[src/rtl/instr_decode_queue_pkg.sv]
// Shared decode constants for the fetch-side instruction queue: opcodes, funct7
// values and the instruction ID encoding used by every stage that consumes it.
package instr_decode_queue_pkg;

    localparam int INST_ID_LEN = 6;

    typedef enum logic [INST_ID_LEN-1:0] {
        NONE_ID = '0,
        LUI_ID, AUIPC_ID, JAL_ID, JALR_ID,
        BEQ_ID, BNE_ID, BLT_ID, BGE_ID, BLTU_ID, BGEU_ID,
        LB_ID, LH_ID, LW_ID, LBU_ID, LHU_ID,
        SB_ID, SH_ID, SW_ID,
        ADDI_ID, SLTI_ID, SLTIU_ID, XORI_ID, ORI_ID, ANDI_ID,
        SLLI_ID, SRLI_ID, SRAI_ID,
        ADD_ID, SUB_ID, SLL_ID, SLT_ID, SLTU_ID, XOR_ID, SRL_ID, SRA_ID, OR_ID, AND_ID,
        MUL_ID, MULH_ID, MULHSU_ID, MULHU_ID, DIV_ID, DIVU_ID, REM_ID, REMU_ID
    } inst_id_e;

    localparam logic [6:0] OPC_OP_IMM = 7'b0010011;
    localparam logic [6:0] OPC_OP     = 7'b0110011;
    localparam logic [6:0] OPC_LUI    = 7'b0110111;
    localparam logic [6:0] OPC_AUIPC  = 7'b0010111;
    localparam logic [6:0] OPC_LOAD   = 7'b0000011;
    localparam logic [6:0] OPC_STORE  = 7'b0100011;
    localparam logic [6:0] OPC_JAL    = 7'b1101111;
    localparam logic [6:0] OPC_JALR   = 7'b1100111;
    localparam logic [6:0] OPC_BRANCH = 7'b1100011;

    localparam logic [6:0] F7_BASE   = 7'h00;
    localparam logic [6:0] F7_ALT    = 7'h20;
    localparam logic [6:0] F7_MULDIV = 7'h01;

endpackage

[src/rtl/instr_decode_queue_decoder.sv]
// Purely combinational instruction identifier: (opcode, funct3, funct7) -> {id, ill}.
// Any encoding not recognised maps to NONE_ID and raises ill.
module instr_id_decoder
    import instr_decode_queue_pkg::*;
#(
    parameter bit EN_M = 1'b0
) (
    input  logic [6:0] opcode,
    input  logic [2:0] funct3,
    input  logic [6:0] funct7,
    output inst_id_e   id,
    output logic       ill
);

    // NOTE: id gets its default before the case so every path assigns it; no latch.
    always_comb begin
        id = NONE_ID;
        case (opcode)
            OPC_LUI:   id = LUI_ID;
            OPC_AUIPC: id = AUIPC_ID;
            OPC_JAL:   id = JAL_ID;
            OPC_JALR:  if (funct3 == 3'd0) id = JALR_ID;
            OPC_BRANCH: begin
                case (funct3)
                    3'd0:    id = BEQ_ID;
                    3'd1:    id = BNE_ID;
                    3'd4:    id = BLT_ID;
                    3'd5:    id = BGE_ID;
                    3'd6:    id = BLTU_ID;
                    3'd7:    id = BGEU_ID;
                    default: id = NONE_ID;
                endcase
            end
            OPC_LOAD: begin
                case (funct3)
                    3'd0:    id = LB_ID;
                    3'd1:    id = LH_ID;
                    3'd2:    id = LW_ID;
                    3'd4:    id = LBU_ID;
                    3'd5:    id = LHU_ID;
                    default: id = NONE_ID;
                endcase
            end
            OPC_STORE: begin
                case (funct3)
                    3'd0:    id = SB_ID;
                    3'd1:    id = SH_ID;
                    3'd2:    id = SW_ID;
                    default: id = NONE_ID;
                endcase
            end
            OPC_OP_IMM: begin
                case (funct3)
                    3'd0: id = ADDI_ID;
                    3'd1: if (funct7 == F7_BASE) id = SLLI_ID;
                    3'd2: id = SLTI_ID;
                    3'd3: id = SLTIU_ID;
                    3'd4: id = XORI_ID;
                    3'd5: begin
                        if (funct7 == F7_BASE)     id = SRLI_ID;
                        else if (funct7 == F7_ALT) id = SRAI_ID;
                    end
                    3'd6: id = ORI_ID;
                    3'd7: id = ANDI_ID;
                endcase
            end
            OPC_OP: begin
                case (funct7)
                    F7_BASE: begin
                        case (funct3)
                            3'd0: id = ADD_ID;
                            3'd1: id = SLL_ID;
                            3'd2: id = SLT_ID;
                            3'd3: id = SLTU_ID;
                            3'd4: id = XOR_ID;
                            3'd5: id = SRL_ID;
                            3'd6: id = OR_ID;
                            3'd7: id = AND_ID;
                        endcase
                    end
                    F7_ALT: begin
                        if (funct3 == 3'd0)      id = SUB_ID;
                        else if (funct3 == 3'd5) id = SRA_ID;
                    end
                    F7_MULDIV: begin
                        // Without the M extension the whole funct7=0x01 space stays illegal.
                        if (EN_M) begin
                            case (funct3)
                                3'd0: id = MUL_ID;
                                3'd1: id = MULH_ID;
                                3'd2: id = MULHSU_ID;
                                3'd3: id = MULHU_ID;
                                3'd4: id = DIV_ID;
                                3'd5: id = DIVU_ID;
                                3'd6: id = REM_ID;
                                3'd7: id = REMU_ID;
                            endcase
                        end
                    end
                    default: id = NONE_ID;
                endcase
            end
            default: id = NONE_ID;
        endcase
    end

    assign ill = (id == NONE_ID);

endmodule

[src/rtl/instr_decode_queue.sv]
// Decoding instruction queue between fetch and ID/EX: decodes each beat on entry,
// buffers DEPTH entries in FIFO order and presents the head straight from storage.
module instr_decode_queue
    import instr_decode_queue_pkg::*;
#(
    parameter int XLEN  = 32,
    parameter int DEPTH = 4,
    parameter bit EN_M  = 1'b0
) (
    input  logic                       clk,
    input  logic                       rst_n,
    input  logic                       flush_i,
    input  logic                       in_valid_i,
    output logic                       in_ready_o,
    input  logic [XLEN-1:0]            in_pc_i,
    input  logic [31:0]                in_instr_i,
    output logic                       out_valid_o,
    input  logic                       out_ready_i,
    output logic [XLEN-1:0]            out_pc_o,
    output logic [31:0]                out_instr_o,
    output logic [INST_ID_LEN-1:0]     out_id_o,
    output logic                       out_ill_o,
    output logic [$clog2(DEPTH):0]     count_o
);

    localparam int PW = $clog2(DEPTH);
    localparam int CW = PW + 1;
    localparam logic [CW-1:0] FULL_CNT = CW'(DEPTH);

    typedef struct packed {
        logic [XLEN-1:0] pc;
        logic [31:0]     instr;
        inst_id_e        id;
        logic            ill;
    } entry_t;

    entry_t        mem_q [DEPTH];
    logic [PW-1:0] wr_ptr_q, rd_ptr_q;
    logic [CW-1:0] count_q;

    inst_id_e dec_id;
    logic     dec_ill;
    logic     push, pop;

    instr_id_decoder #(.EN_M(EN_M)) u_decoder (
        .opcode (in_instr_i[6:0]),
        .funct3 (in_instr_i[14:12]),
        .funct7 (in_instr_i[31:25]),
        .id     (dec_id),
        .ill    (dec_ill)
    );

    assign in_ready_o  = (count_q != FULL_CNT);
    assign out_valid_o = (count_q != '0);
    assign push        = in_valid_i & in_ready_o;
    assign pop         = out_valid_o & out_ready_i;

    // NOTE: sequential state uses non-blocking assignments so every flop samples pre-edge values.
    always_ff @(posedge clk or negedge rst_n) begin
        if (!rst_n) begin
            wr_ptr_q <= '0;
            rd_ptr_q <= '0;
            count_q  <= '0;
        end else if (flush_i) begin
            wr_ptr_q <= '0;
            rd_ptr_q <= '0;
            count_q  <= '0;
        end else begin
            if (push) wr_ptr_q <= wr_ptr_q + 1'b1;
            if (pop)  rd_ptr_q <= rd_ptr_q + 1'b1;
            case ({push, pop})
                2'b10:   count_q <= count_q + 1'b1;
                2'b01:   count_q <= count_q - 1'b1;
                default: count_q <= count_q;
            endcase
        end
    end

    // NOTE: the storage is reset because the head is driven directly from it and must read
    // as zero data with NONE_ID out of reset.
    always_ff @(posedge clk or negedge rst_n) begin
        if (!rst_n) begin
            for (int i = 0; i < DEPTH; i++) begin
                mem_q[i] <= '{pc: '0, instr: '0, id: NONE_ID, ill: 1'b0};
            end
        end else if (push && !flush_i) begin
            mem_q[wr_ptr_q] <= '{pc: in_pc_i, instr: in_instr_i, id: dec_id, ill: dec_ill};
        end
    end

    assign out_pc_o    = mem_q[rd_ptr_q].pc;
    assign out_instr_o = mem_q[rd_ptr_q].instr;
    assign out_id_o    = mem_q[rd_ptr_q].id;
    assign out_ill_o   = mem_q[rd_ptr_q].ill;
    assign count_o     = count_q;

endmodule

[config.mk]
export PLATFORM = sky130hd
export DESIGN_NAME = instr_decode_queue
export DESIGN_NICKNAME = d
export VERILOG_FILES = /design/src/rtl/instr_decode_queue_pkg.sv /design/src/rtl/instr_decode_queue_decoder.sv /design/src/rtl/instr_decode_queue.sv
export SDC_FILE = /design/constraint.sdc
export NUM_CORES = 1
export LEC_CHECK = 0
export ABC_AREA = 1
export ABC_CLOCK_PERIOD_IN_PS = 2550
export CORE_ASPECT_RATIO = 0.6
export CORE_UTILIZATION = 55
export CTS_BUF_LIST = sky130_fd_sc_hd__clkbuf_4 sky130_fd_sc_hd__clkbuf_8
export CTS_CLUSTER_DIAMETER = 100
export DETAILED_ROUTE_END_ITERATION = 8
export HOLD_SLACK_MARGIN = 0.03
export PLACE_DENSITY_LB_ADDON = 0.25
export SYNTH_ARGS = -nofsm -noshare
export SYNTH_HDL_FRONTEND = slang
export SYNTH_HIERARCHICAL = 1
export SYNTH_SLANG_ARGS = --single-unit
[constraint.sdc]
create_clock -name clk -period 2.55 [get_ports clk]
set_clock_uncertainty 0.2 [all_clocks]
set_input_delay 0.3825 -clock clk [delete_from_list [all_inputs] [get_ports clk]]
set_output_delay 0.3825 -clock clk [all_outputs]
set_load 0.02 [all_outputs]
==> impl_metrics.yaml <==
drt:
  wl_met3_mm: 3.606
  wirelength_mm: 39.60
  wl_met2_mm: 17.26
  dr.pass1.iters: 6
  top_layer: "met4"
  drtIter0Drc: 1222
  drc: 0
  vias_per_cell: 5.711
  m1WireLength_mm: 18.04
  vias: 12170
  drtAntennaViolNets: 0
  detail_route.wl_per_cell_um: 18.58
place:
  place_hpwl_mm: 22.42
  place_congestion: 0.9022
  place_ws_ps: -67.36
  portBuffers: 144
synthesis:
  yosys_warnings: 6
  yosys_register_bits: 291
  synth_cell_type_count: 28
  avgSynthCellArea_um2: 8.496
  synth_flop_cell: "dfrtp_1"
  yosysSeqAreaShare_pct: 53.44
  syn_inst: 1604
  ys_async_sr_fraction_pct: 100.0
  syn_nets: 1682
  synth_area_um2: 13630
  synth_edf_count: 0
clocking:
  cts.sinks: 291
  clkLatencyLatePin_ps: 570
  clockBufferDepth: 3
  clockRootBuffer: "clkbuf_8"
  path_clk_slew_ps: 70
  cts_tree: "built"
  htreeDepth: 2
  cts_buffers: 44
die:
  start_util_pct: 56.26
  num_rows: 44
  coreArea_um2: 24220
  die_area_um2: 25430
  io_pins: 145
  dieHeight_um: 123.9
  die_w_um: 205.2
critical_path:
  critPathLaunch: "rd_ptr_q[0]$_DFFE_PN0P_"
  endpoint: "out_instr_o[9]"
  worstPathRequired_ps: 1970
  r2r_start: "count_o[0]$_DFFE_PN0P_"
  critPathCaptureType: "primary output"
  r2r_end: "count_o[2]$_DFFE_PN0P_"
  startpoint_type: "flop"
  crit_fanout: 19
  r2r_setup_slack_ps: 270
  arrival_ps: 2070
  timing_worst_setup_path_type: "reg2out"
  worst-r2r-cell-count: 12
final_layout:
  seqCellArea_um2: 7287
  drive_gt1_share_pct: 18.64
  area.growth.synth_to_final_pct: 26.54
  multi_input_area_um2: 5463
  nFillCells: 1863
  nNetsFinal: 1855
timing:
  setup_tns_ps: -428.5
  timing.final.ws_setup_ps: -103.7
  setup_viol: 12
  rsz0062_at_grt: "yes"
  timing.hold.ws_ps: 138.3
  fin_crit_sh_pct: 104.1
  clock.fmax_mhz: 376.8
  worst_pin_slew_ps: 433.4
  hold_violations: 0
  report.final.slew_viol_count: 0
  max_slew_margin_pct: 71.10
  min_period_ps: 2654
power:
  peakVddDrop_v: 0.0006344
  power_frac_clock_pct: 21.1
  switching_power_mw: 7.684
  pwr-share-comb_pct: 41.4
  p_int_mw: 12.45
  p_leak_nw: 8.474
  switching_share_pct: 38.17
  p_per_area_nw_per_um2: 1167
  pwr-share-seq_pct: 37.5
  finalPower_mw: 20.13
global_routing:
  antenna_found_initial: 0
  grt_first_pass_wirelength_mm: 55.97
  overflow: 0
  grt_usage_pct: 27.80
  grt_start_max_net_pins: 59
  grt_pass1_vias: 11000
outcome:
  violations: "setup timing"
  outcome: "finished with violations"
flow_run:
  drv_cap: 0
worst_hold_path:
  hp-class: "in2async"
-- worst max-delay path, stage by stage, from the launching register on --
cell,delay [ps]
dfrtp_4,500
buf_12,160
buf_12,160
o21ai_0,340
o22ai_2,160
buf_6,150
-- metal layers --
metal / track usage [%] / vias up
li1: - / 5652
met1: 42.20 / 5905
met2: 40.96 / 547
met3: 4.710 / 66
met4: 8.241 / 0
met5: 0 / -
-- logic make-up (layout without fill, tap and decap cells) --
| group | count (synthesis) | count (layout) | share of synthesized area [%] |
|---|---|---|---|
| AOI/OAI and AO/OA | 511 | 511 | 20.14 |
| xor gates and xnor gates | 2 | 2 | 0.1286 |
| and+or+nand+nor | 577 | 577 | 17.30 |
| adders and majority gates | 9 | 9 | 0.8815 |
| buffers and inverters | 214 | 418 | 8.117 |
| other | 0 | 1 | 0 |
| DFF | 291 | 291 | 53.44 |
-- layout make-up --
cell class              instances  share of cell area, %
repair inverters                2                 0.1887
multi-input cells            1099                  31.68
inverters                     106                  2.445
well taps                     322                  2.336
flip-flops and latches        291                  42.26
clock buffers                  73                  5.427
clock inverters                 4                 0.2757
diodes                          1                0.01451
repair buffers                233                  15.38
-- placed cells by master, fill, tap and decap left out, types with 22 or more instances in the layout --
cell type | netlist | layout
buf_12 | 0 | 30
buf_4 | 0 | 77
buf_6 | 38 | 27
clkbuf_8 | 0 | 62
clkdlybuf4s50_1 | 0 | 72
dfrtp_1 | 291 | 289
inv_1 | 105 | 103
nand2_1 | 352 | 352
nand3_1 | 22 | 22
nor2_1 | 170 | 156
o21ai_0 | 389 | 322
o21ai_1 | 20 | 75
o21ai_2 | 26 | 36
o22ai_1 | 71 | 52
-- what timing repair did --
item / in CTS / in global routing
pin swaps: 7 / 27
cloned: 0 / 20
resized for setup: 238 / 273
hold endpoints to repair: 291 / 0
endpoints found under the setup margin: 71 / 67
hold buffers: 1 / 0
buffers inserted: 0 / 6
-- flip-flops by register name (all words and copies together), names as in the netlist --
register and count:
rd_ptr_q 2, mem_q 284, wr_ptr_q 2, count_o 3
-- worst min-delay path by stage --
stage / to / slack, ps / cells past startpoint
2_1_floorplan: count_o[0]$_DFFE_PN0P_ / -110 / 0
3_3_place_gp: mem_q[27]$_DFFE_PN0P_ / 130 / 1
3_5_place_dp: mem_q[27]$_DFFE_PN0P_ / 130 / 1
4_1_cts: mem_q[253]$_DFFE_PN0P_ / 120 / 2
5_1_grt: mem_q[101]$_DFFE_PN0P_ / 160 / 2
6_report: mem_q[169]$_DFFE_PN0P_ / 140 / 2
-- power groups by stage --
| stage | registers [mW] | clock network [mW] | logic (mW) |
|---|---|---|---|
| floorplan | 7.24 | 0 | 4.46 |
| global placement | 7.42 | 0 | 7.22 |
| detailed placement | 7.49 | 0 | 7.40 |
| CTS | 7.44 | 4.29 | 7.16 |
| global route | 7.75 | 4.50 | 9.05 |
| finish | 7.55 | 4.25 | 8.34 |
-- metrics by stage --
step	instances	instance area (um2)	util [%]
CTS	2104	16590	68.50
global route	2130	17240	71.18
floorplan	1604	13630	-
global placement	2026	15590	64.34
finish	2131	17240	71.19
detailed placement	2026	15590	64.34
-- cell usage after synthesis (3+ instances only) --
master,count,area (um2)
a21oi_1,5,25.02
clkbuf_1,60,225.2
inv_1,105,394.1
ha_1,8,100.1
dfrtp_1,291,7282
o22ai_1,71,444.2
nand2_1,352,1321
o21ai_2,26,227.7
buf_2,10,50.05
nor2_2,7,43.79
nand4_1,7,43.79
o21ai_1,20,100.1
nand3b_1,3,22.52
o21ai_0,389,1947
nor2_4,3,33.78
nand3_1,22,110.1
nand2_4,8,90.09
nor2_1,170,638.1
buf_6,38,427.9
Power figures use the tool's default switching activity.
